$ cat src/rtl/muxn_pkg.sv
// -----------------------------------------------------------------------------
// muxn_pkg
// Shared constants and helpers for the muxn_scan channel multiplexer.
//   MUXN_DEF_N     : default number of input channels
//   MUXN_DEF_WIDTH : default bits per channel
//   clog2()        : ceiling log2, used to size channel-index fields
// -----------------------------------------------------------------------------
package muxn_pkg;

    localparam int MUXN_DEF_N     = 7;
    localparam int MUXN_DEF_WIDTH = 1;

    // Smallest r with 2**r >= value; returns 0 for value <= 1.
    function automatic int clog2(input int value);
        int r;
        r = 0;
        for (int i = 0; i < 31; i++) begin
            if ((32'sd1 <<< i) < value) begin
                r = i + 1;
            end else begin
                r = r;
            end
        end
        return r;
    endfunction

endpackage

$ cat src/rtl/muxn_scan_cnt.sv
// -----------------------------------------------------------------------------
// muxn_scan_cnt
// Modulo-N channel counter used by the auto-scan mode of muxn_scan.
// Ports:
//   clk   : rising-edge clock
//   rst_n : asynchronous active-low reset (count -> 0)
//   inc   : advance one channel, wrapping N-1 -> 0
//   clr   : synchronous clear; when inc is also high the count lands on 1,
//           because the current transfer already consumed channel 0
//   cnt   : current channel index
// -----------------------------------------------------------------------------
module muxn_scan_cnt
    import muxn_pkg::*;
#(
    parameter  int N     = MUXN_DEF_N,
    localparam int SEL_W = (clog2(N) < 1) ? 1 : clog2(N)
) (
    input  logic             clk,
    input  logic             rst_n,
    input  logic             inc,
    input  logic             clr,
    output logic [SEL_W-1:0] cnt
);

    logic [SEL_W-1:0] r_cnt;

    // Channel counter: clear has priority over increment and wrap.
    always_ff @(posedge clk or negedge rst_n) begin
        if (!rst_n) begin
            r_cnt <= '0;
        end else if (clr) begin
            r_cnt <= inc ? SEL_W'(1) : SEL_W'(0);
        end else if (inc) begin
            r_cnt <= (r_cnt == SEL_W'(N - 1)) ? SEL_W'(0) : r_cnt + SEL_W'(1);
        end else begin
            r_cnt <= r_cnt;
        end
    end

    assign cnt = r_cnt;

endmodule

$ cat src/rtl/muxn_scan.sv
// -----------------------------------------------------------------------------
// muxn_scan
// N-to-1, WIDTH-bit multiplexer with a registered output stage, valid/ready
// handshake and an auto-scan mode that steps through channels 0..N-1, one per
// accepted transfer.
// Ports:
//   clk, rst_n : clock, asynchronous active-low reset
//   in_valid   : request a transfer this cycle
//   mode       : 0 = channel from sel, 1 = channel from scan counter
//   sel        : external channel index (mode = 0)
//   scan_clr   : synchronous clear of the scan counter; also forces channel 0
//   din        : channel k at din[k*WIDTH +: WIDTH]
//   out_ready  : downstream accepts z this cycle
//   z, z_ch    : registered data and the channel that produced it
//   z_valid    : z / z_ch hold a transfer
//   sel_err    : (SEL_ERR_EN only) transfer used an out-of-range sel
// Optional feature macro: SEL_ERR_EN adds the sel_err output.
// -----------------------------------------------------------------------------
module muxn_scan
    import muxn_pkg::*;
#(
    parameter  int N     = MUXN_DEF_N,
    parameter  int WIDTH = MUXN_DEF_WIDTH,
    localparam int SEL_W = (clog2(N) < 1) ? 1 : clog2(N)
) (
    input  logic               clk,
    input  logic               rst_n,
    input  logic               in_valid,
    input  logic               mode,
    input  logic [SEL_W-1:0]   sel,
    input  logic               scan_clr,
    input  logic [N*WIDTH-1:0] din,
    input  logic               out_ready,
    output logic [WIDTH-1:0]   z,
    output logic               z_valid,
`ifdef SEL_ERR_EN
    output logic               sel_err,
`endif
    output logic [SEL_W-1:0]   z_ch
);

    localparam int SLOTS = 2 ** SEL_W;

    logic [WIDTH-1:0] w_chan [SLOTS];
    logic [SEL_W-1:0] w_ch;
    logic [SEL_W-1:0] w_scan_cnt;
    logic             w_accept;

    logic [WIDTH-1:0] r_z;
    logic [SEL_W-1:0] r_z_ch;
    logic             r_z_valid;

    // Unused index slots (sel >= N) read as zero, so out-of-range selects
    // produce z = 0 without any extra compare on the data path.
    for (genvar k = 0; k < SLOTS; k++) begin : g_chan
        if (k < N) begin : g_live
            assign w_chan[k] = din[k*WIDTH +: WIDTH];
        end else begin : g_hole
            assign w_chan[k] = '0;
        end
    end

    // Effective channel: scan_clr forces 0, else sel or the scan counter.
    always_comb begin
        w_ch = '0;
        if (scan_clr) begin
            w_ch = '0;
        end else if (!mode) begin
            w_ch = sel;
        end else begin
            w_ch = w_scan_cnt;
        end
    end

    assign w_accept = in_valid && (!r_z_valid || out_ready);

    muxn_scan_cnt #(.N(N)) u_cnt (
        .clk   (clk),
        .rst_n (rst_n),
        .inc   (w_accept && mode),
        .clr   (scan_clr),
        .cnt   (w_scan_cnt)
    );

    // Output stage: load on accept, drain on ready, otherwise hold (stall).
    always_ff @(posedge clk or negedge rst_n) begin
        if (!rst_n) begin
            r_z       <= '0;
            r_z_ch    <= '0;
            r_z_valid <= 1'b0;
        end else if (w_accept) begin
            r_z       <= w_chan[w_ch];
            r_z_ch    <= w_ch;
            r_z_valid <= 1'b1;
        end else if (out_ready) begin
            r_z       <= r_z;
            r_z_ch    <= r_z_ch;
            r_z_valid <= 1'b0;
        end else begin
            r_z       <= r_z;
            r_z_ch    <= r_z_ch;
            r_z_valid <= r_z_valid;
        end
    end

    assign z       = r_z;
    assign z_ch    = r_z_ch;
    assign z_valid = r_z_valid;

`ifdef SEL_ERR_EN
    // Only sel can reach an index >= N; the scan counter wraps at N-1 and
    // scan_clr forces channel 0.
    logic w_oor;
    logic r_sel_err;

    assign w_oor = (SLOTS != N) && (w_ch > SEL_W'(N - 1));

    // Error flag travels with the transfer and clears with z_valid.
    always_ff @(posedge clk or negedge rst_n) begin
        if (!rst_n) begin
            r_sel_err <= 1'b0;
        end else if (w_accept) begin
            r_sel_err <= w_oor;
        end else if (out_ready) begin
            r_sel_err <= 1'b0;
        end else begin
            r_sel_err <= r_sel_err;
        end
    end

    assign sel_err = r_sel_err;
`endif

endmodule

$ cat config.mk
export PLATFORM = sky130hd
export DESIGN_NAME = muxn_scan
export DESIGN_NICKNAME = d
export VERILOG_FILES = /design/src/rtl/muxn_pkg.sv /design/src/rtl/muxn_scan_cnt.sv /design/src/rtl/muxn_scan.sv
export SDC_FILE = /design/constraint.sdc
export NUM_CORES = 1
export LEC_CHECK = 0
export BUFFER_PORTS_ARGS = -buffer_cell sky130_fd_sc_hd__buf_2
export CELL_PAD_IN_SITES_DETAIL_PLACEMENT = 0
export CELL_PAD_IN_SITES_GLOBAL_PLACEMENT = 2
export CORE_UTILIZATION = 29
export CTS_BUF_LIST = sky130_fd_sc_hd__clkbuf_8
export CTS_CLUSTER_DIAMETER = 40
export DETAILED_ROUTE_END_ITERATION = 8
export PLACE_DENSITY_LB_ADDON = 0.1
export SLEW_MARGIN = 10
export SYNTH_ARGS = -nofsm -noshare
export SYNTH_HDL_FRONTEND = slang
export SYNTH_SLANG_ARGS = --single-unit
$ cat constraint.sdc
create_clock -name clk -period 4.3 [get_ports clk]
set_input_delay 0.43 -clock clk [delete_from_list [all_inputs] [get_ports clk]]
set_output_delay 0.43 -clock clk [all_outputs]
set_load 0.02 [all_outputs]
==> summary.md <==
| Metric | Value |
|---|---|
| Status | `finished, final reports clean` |
| Resized cells post-CTS | `0` |
| Min cycle time layout | `roughly 1600 ps` |
| Worst Path Max Fanout | `3` |
| Vias per inst | `5.00` |
| #FFs+latches synth | `8` |
| Root Buffer | `clkbuf_8` |
| Startpoint Class | `flip-flop` |
| Congestion Overflow GR | `0` |
| Finished Layout Cells | `around 90` |
| IO Pins | `21` |
| Share of the synthesized area in the top cell type | `0.405` |
| Postcts setup bufs | `0` |
| Biggest area consumer among synthesized cells | `dfrtp_1` |
| Cell area after placement | `between 500 and 600 µm²` |
| Synth warn | `0` |
| Row count | `14` |
| Final wirelength | `around 1.1 mm` |
| Setup Skew | `approximately 1.1 ps` |
| CTS sink cnt | `8` |
| Drt drc | `0` |
| Gpl congestion | `~0.69` |
| Initial Util | `0.321` |
| Core area | `1540 µm²` |
| P_int | `~0.00016 W` |
| Sequential area share after synthesis | `0.405` |
| Avg WL per Cell | `between 10 and 15 µm` |
| Avg Cell Area, Syn | `between 9 and 10 µm²` |
| Critical Path AT | `roughly 1800 ps` |
| ANT nets after route | `0` |
| Area Growth Syn to Fin | `29.4%` |
| Synth cell types | `23` |
| Sequential share of power | `0.389` |
| Longest Clk Path Bufs | `2` |
| FF/Latch Area | `approximately 200 µm²` |
| Count of pins over their slew limit | `0` |
| Hold buffer count at CTS | `0` |
| Netlist Area Pre-Place | `~500 µm²` |
| Die area | `1870 µm²` |
| Worst EP required | `4460 ps` |
| Post-DP HPWL | `around 900 µm` |
| RSZ-0062 raised after global routing | `false` |
| I/O Buffers | `20` |
| First-pass DRT Iterations | `4` |
| Top cells by area, synth | `dfrtp_1 41%, mux2_2 9.1%, mux2i_1 6.1%` |
| Fin crit share | `0.376` |
| Final setup fails | `0` |
| Placed insts | `86` |
| Largest net degree at the start of global routing | `12` |
| Power share of the combinational group | `0.214` |
| Max-slew headroom | `0.800` |
| Type of element capturing the critical path | `flip-flop` |
| Final hold vios | `0` |
| Synthesized instance count | `52` |
| Die width | `43.3 µm` |
| Post-route cell area | `approximately 640 µm²` |
| WS Path Type | `reg -> reg` |
| Final setup TNS | `0 ps` |
| Gr usage total | `0.138` |
| Max Cap Viol | `0` |
| Most used DFF post-synth | `dfrtp_1` |
| Hold Crit Class | `in -> async` |
| H-tree depth | `1` |
| Skew-Pair Late Insertion Delay | `roughly 220 ps` |
| # nets final | `a little over 90` |
| Vias in the first global route | `429` |
| Routed vias | `between 400 and 500` |
| N_diodes | `0` |
| Clk pin slew, worst setup/hold paths | `~40 ps` |
| Antenna violations before repair | `0` |
| Total Power | `approximately 0.00022 W` |
| Pleak | `between 0.3 and 0.4 nW` |
| CTS buffer count | `3` |
| Syn nets | `roughly 70` |
| First-pass GRT wire length | `between 1.5 and 2 mm` |
| Fmax | `618 MHz` |
| Proportion of layout cells with a drive suffix above 1 | `0.397` |
| Die Ht | `43.3 µm` |
| Sw Share | `0.262` |
| # fillers | `158` |
| Async SR Flop Fraction | `1.00` |
| Crit path launch | `z_valid$_DFFE_PN0P_` |
| Post-synth EDFFs | `0` |
| Clock power frac | `0.397` |
| Sw power | `between 0.00005 and 0.00006 W` |
| Pwr dens | `347 nW/µm²` |
| Initial DRC count | `6` |
| Multi-input gate area | `between 200 and 300 µm²` |
| Most common cell in the netlist | `dfrtp_1` |
| Worst Tran Pin Value | `between 200 and 300 ps` |
| CTS tree | `built` |
| Worst vdd ir | `~0.00013 V` |
| Reg2reg start | `z_valid$_DFFE_PN0P_` |
[logic make-up after synthesis]
group	count (synthesis)	synth area share
mux	7	0.152
compound gates	11	0.154
flops	8	0.405
simple gates	21	0.233
buf+inv	5	0.0557
[worst paths after layout]
check / to / slack (ps) / cells after the start
min in group clk: z_valid$_DFFE_PN0P_ / 450 / 3
setup reg to reg: z$_DFFE_PN0P_ / 2680 / 4
setup / recovery: z$_DFFE_PN0P_ / 2680 / 4
hold / removal: z_ch[1]$_DFFE_PN0P_ / 40 / 1
hold reg to reg: z_ch[2]$_DFFE_PN0P_ / 470 / 2
max in group asynchronous: z_ch[0]$_DFFE_PN0P_ / 4090 / 1
[layout make-up]
type / count / share of cell area
Clock buffer: 3 / 0.0646
Inverter: 3 / 0.0176
Multi-Input combinational cell: 39 / 0.417
Sequential cell: 8 / 0.313
Tap cell: 16 / 0.0313
Timing Repair Buffer: 20 / 0.157
[flip-flops by register name, indices dropped and copies added (netlist names)]
signal	cells
z_ch	3
z	1
z_valid	1
u_cnt.cnt	3
[routing by layer]
metal | wire length, µm | vias up | track usage
li1 | - | 231 | -
met1 | 549 | 198 | 0.191
met2 | 462 | 16 | 0.182
met3 | 84 | 0 | 0.0511
met4 | 0 | 0 | 0.0727
met5 | 0 | - | 0
[cells in the final DEF (no fill, tap or decap)]
cell	n
nor3_1	4
o21ai_0	3
a221o_1	1
or3b_1	1
or4_4	1
dfrtp_1	8
nand3_1	1
nand2b_1	2
mux2i_1	3
nand2_1	4
o41ai_2	1
mux2_2	4
clkbuf_8	3
nor2_1	4
nor4_1	1
or3_1	1
o21a_1	1
inv_1	3
a21oi_1	4
buf_2	20
a211oi_1	1
or4_1	1
and2b_1	1
[worst max-delay path, cell delays in order (launching register included)]
cell and delay, ps:
dfrtp_1 380, and2b_1 170, or4_4 490, o41ai_2 360, a221o_1 150
[power by group through the flow]
| stage | registers [W] | logic, W | clock network [W] |
|---|---|---|---|
| finish | 0.0000864 | 0.0000476 | 0.0000881 |
| detailed placement | 0.0000874 | 0.0000477 | 0 |
| global placement | 0.0000878 | 0.0000483 | 0 |
| global route | 0.0000872 | 0.0000523 | 0.0000980 |
| floorplan | 0.0000938 | 0.0000240 | 0 |
| CTS | 0.0000864 | 0.0000480 | 0.0000925 |
[metrics by stage]
step	hold WS (ps)	worst slack [ps]	util
3_3_place_gp	282	2510	0.388
6_report	43.2	2680	0.415
5_1_grt	45.5	2610	0.415
2_1_floorplan	134	2670	-
3_5_place_dp	285	2530	0.388
4_1_cts	42.6	2680	0.415
Power figures use the tool's default switching activity.
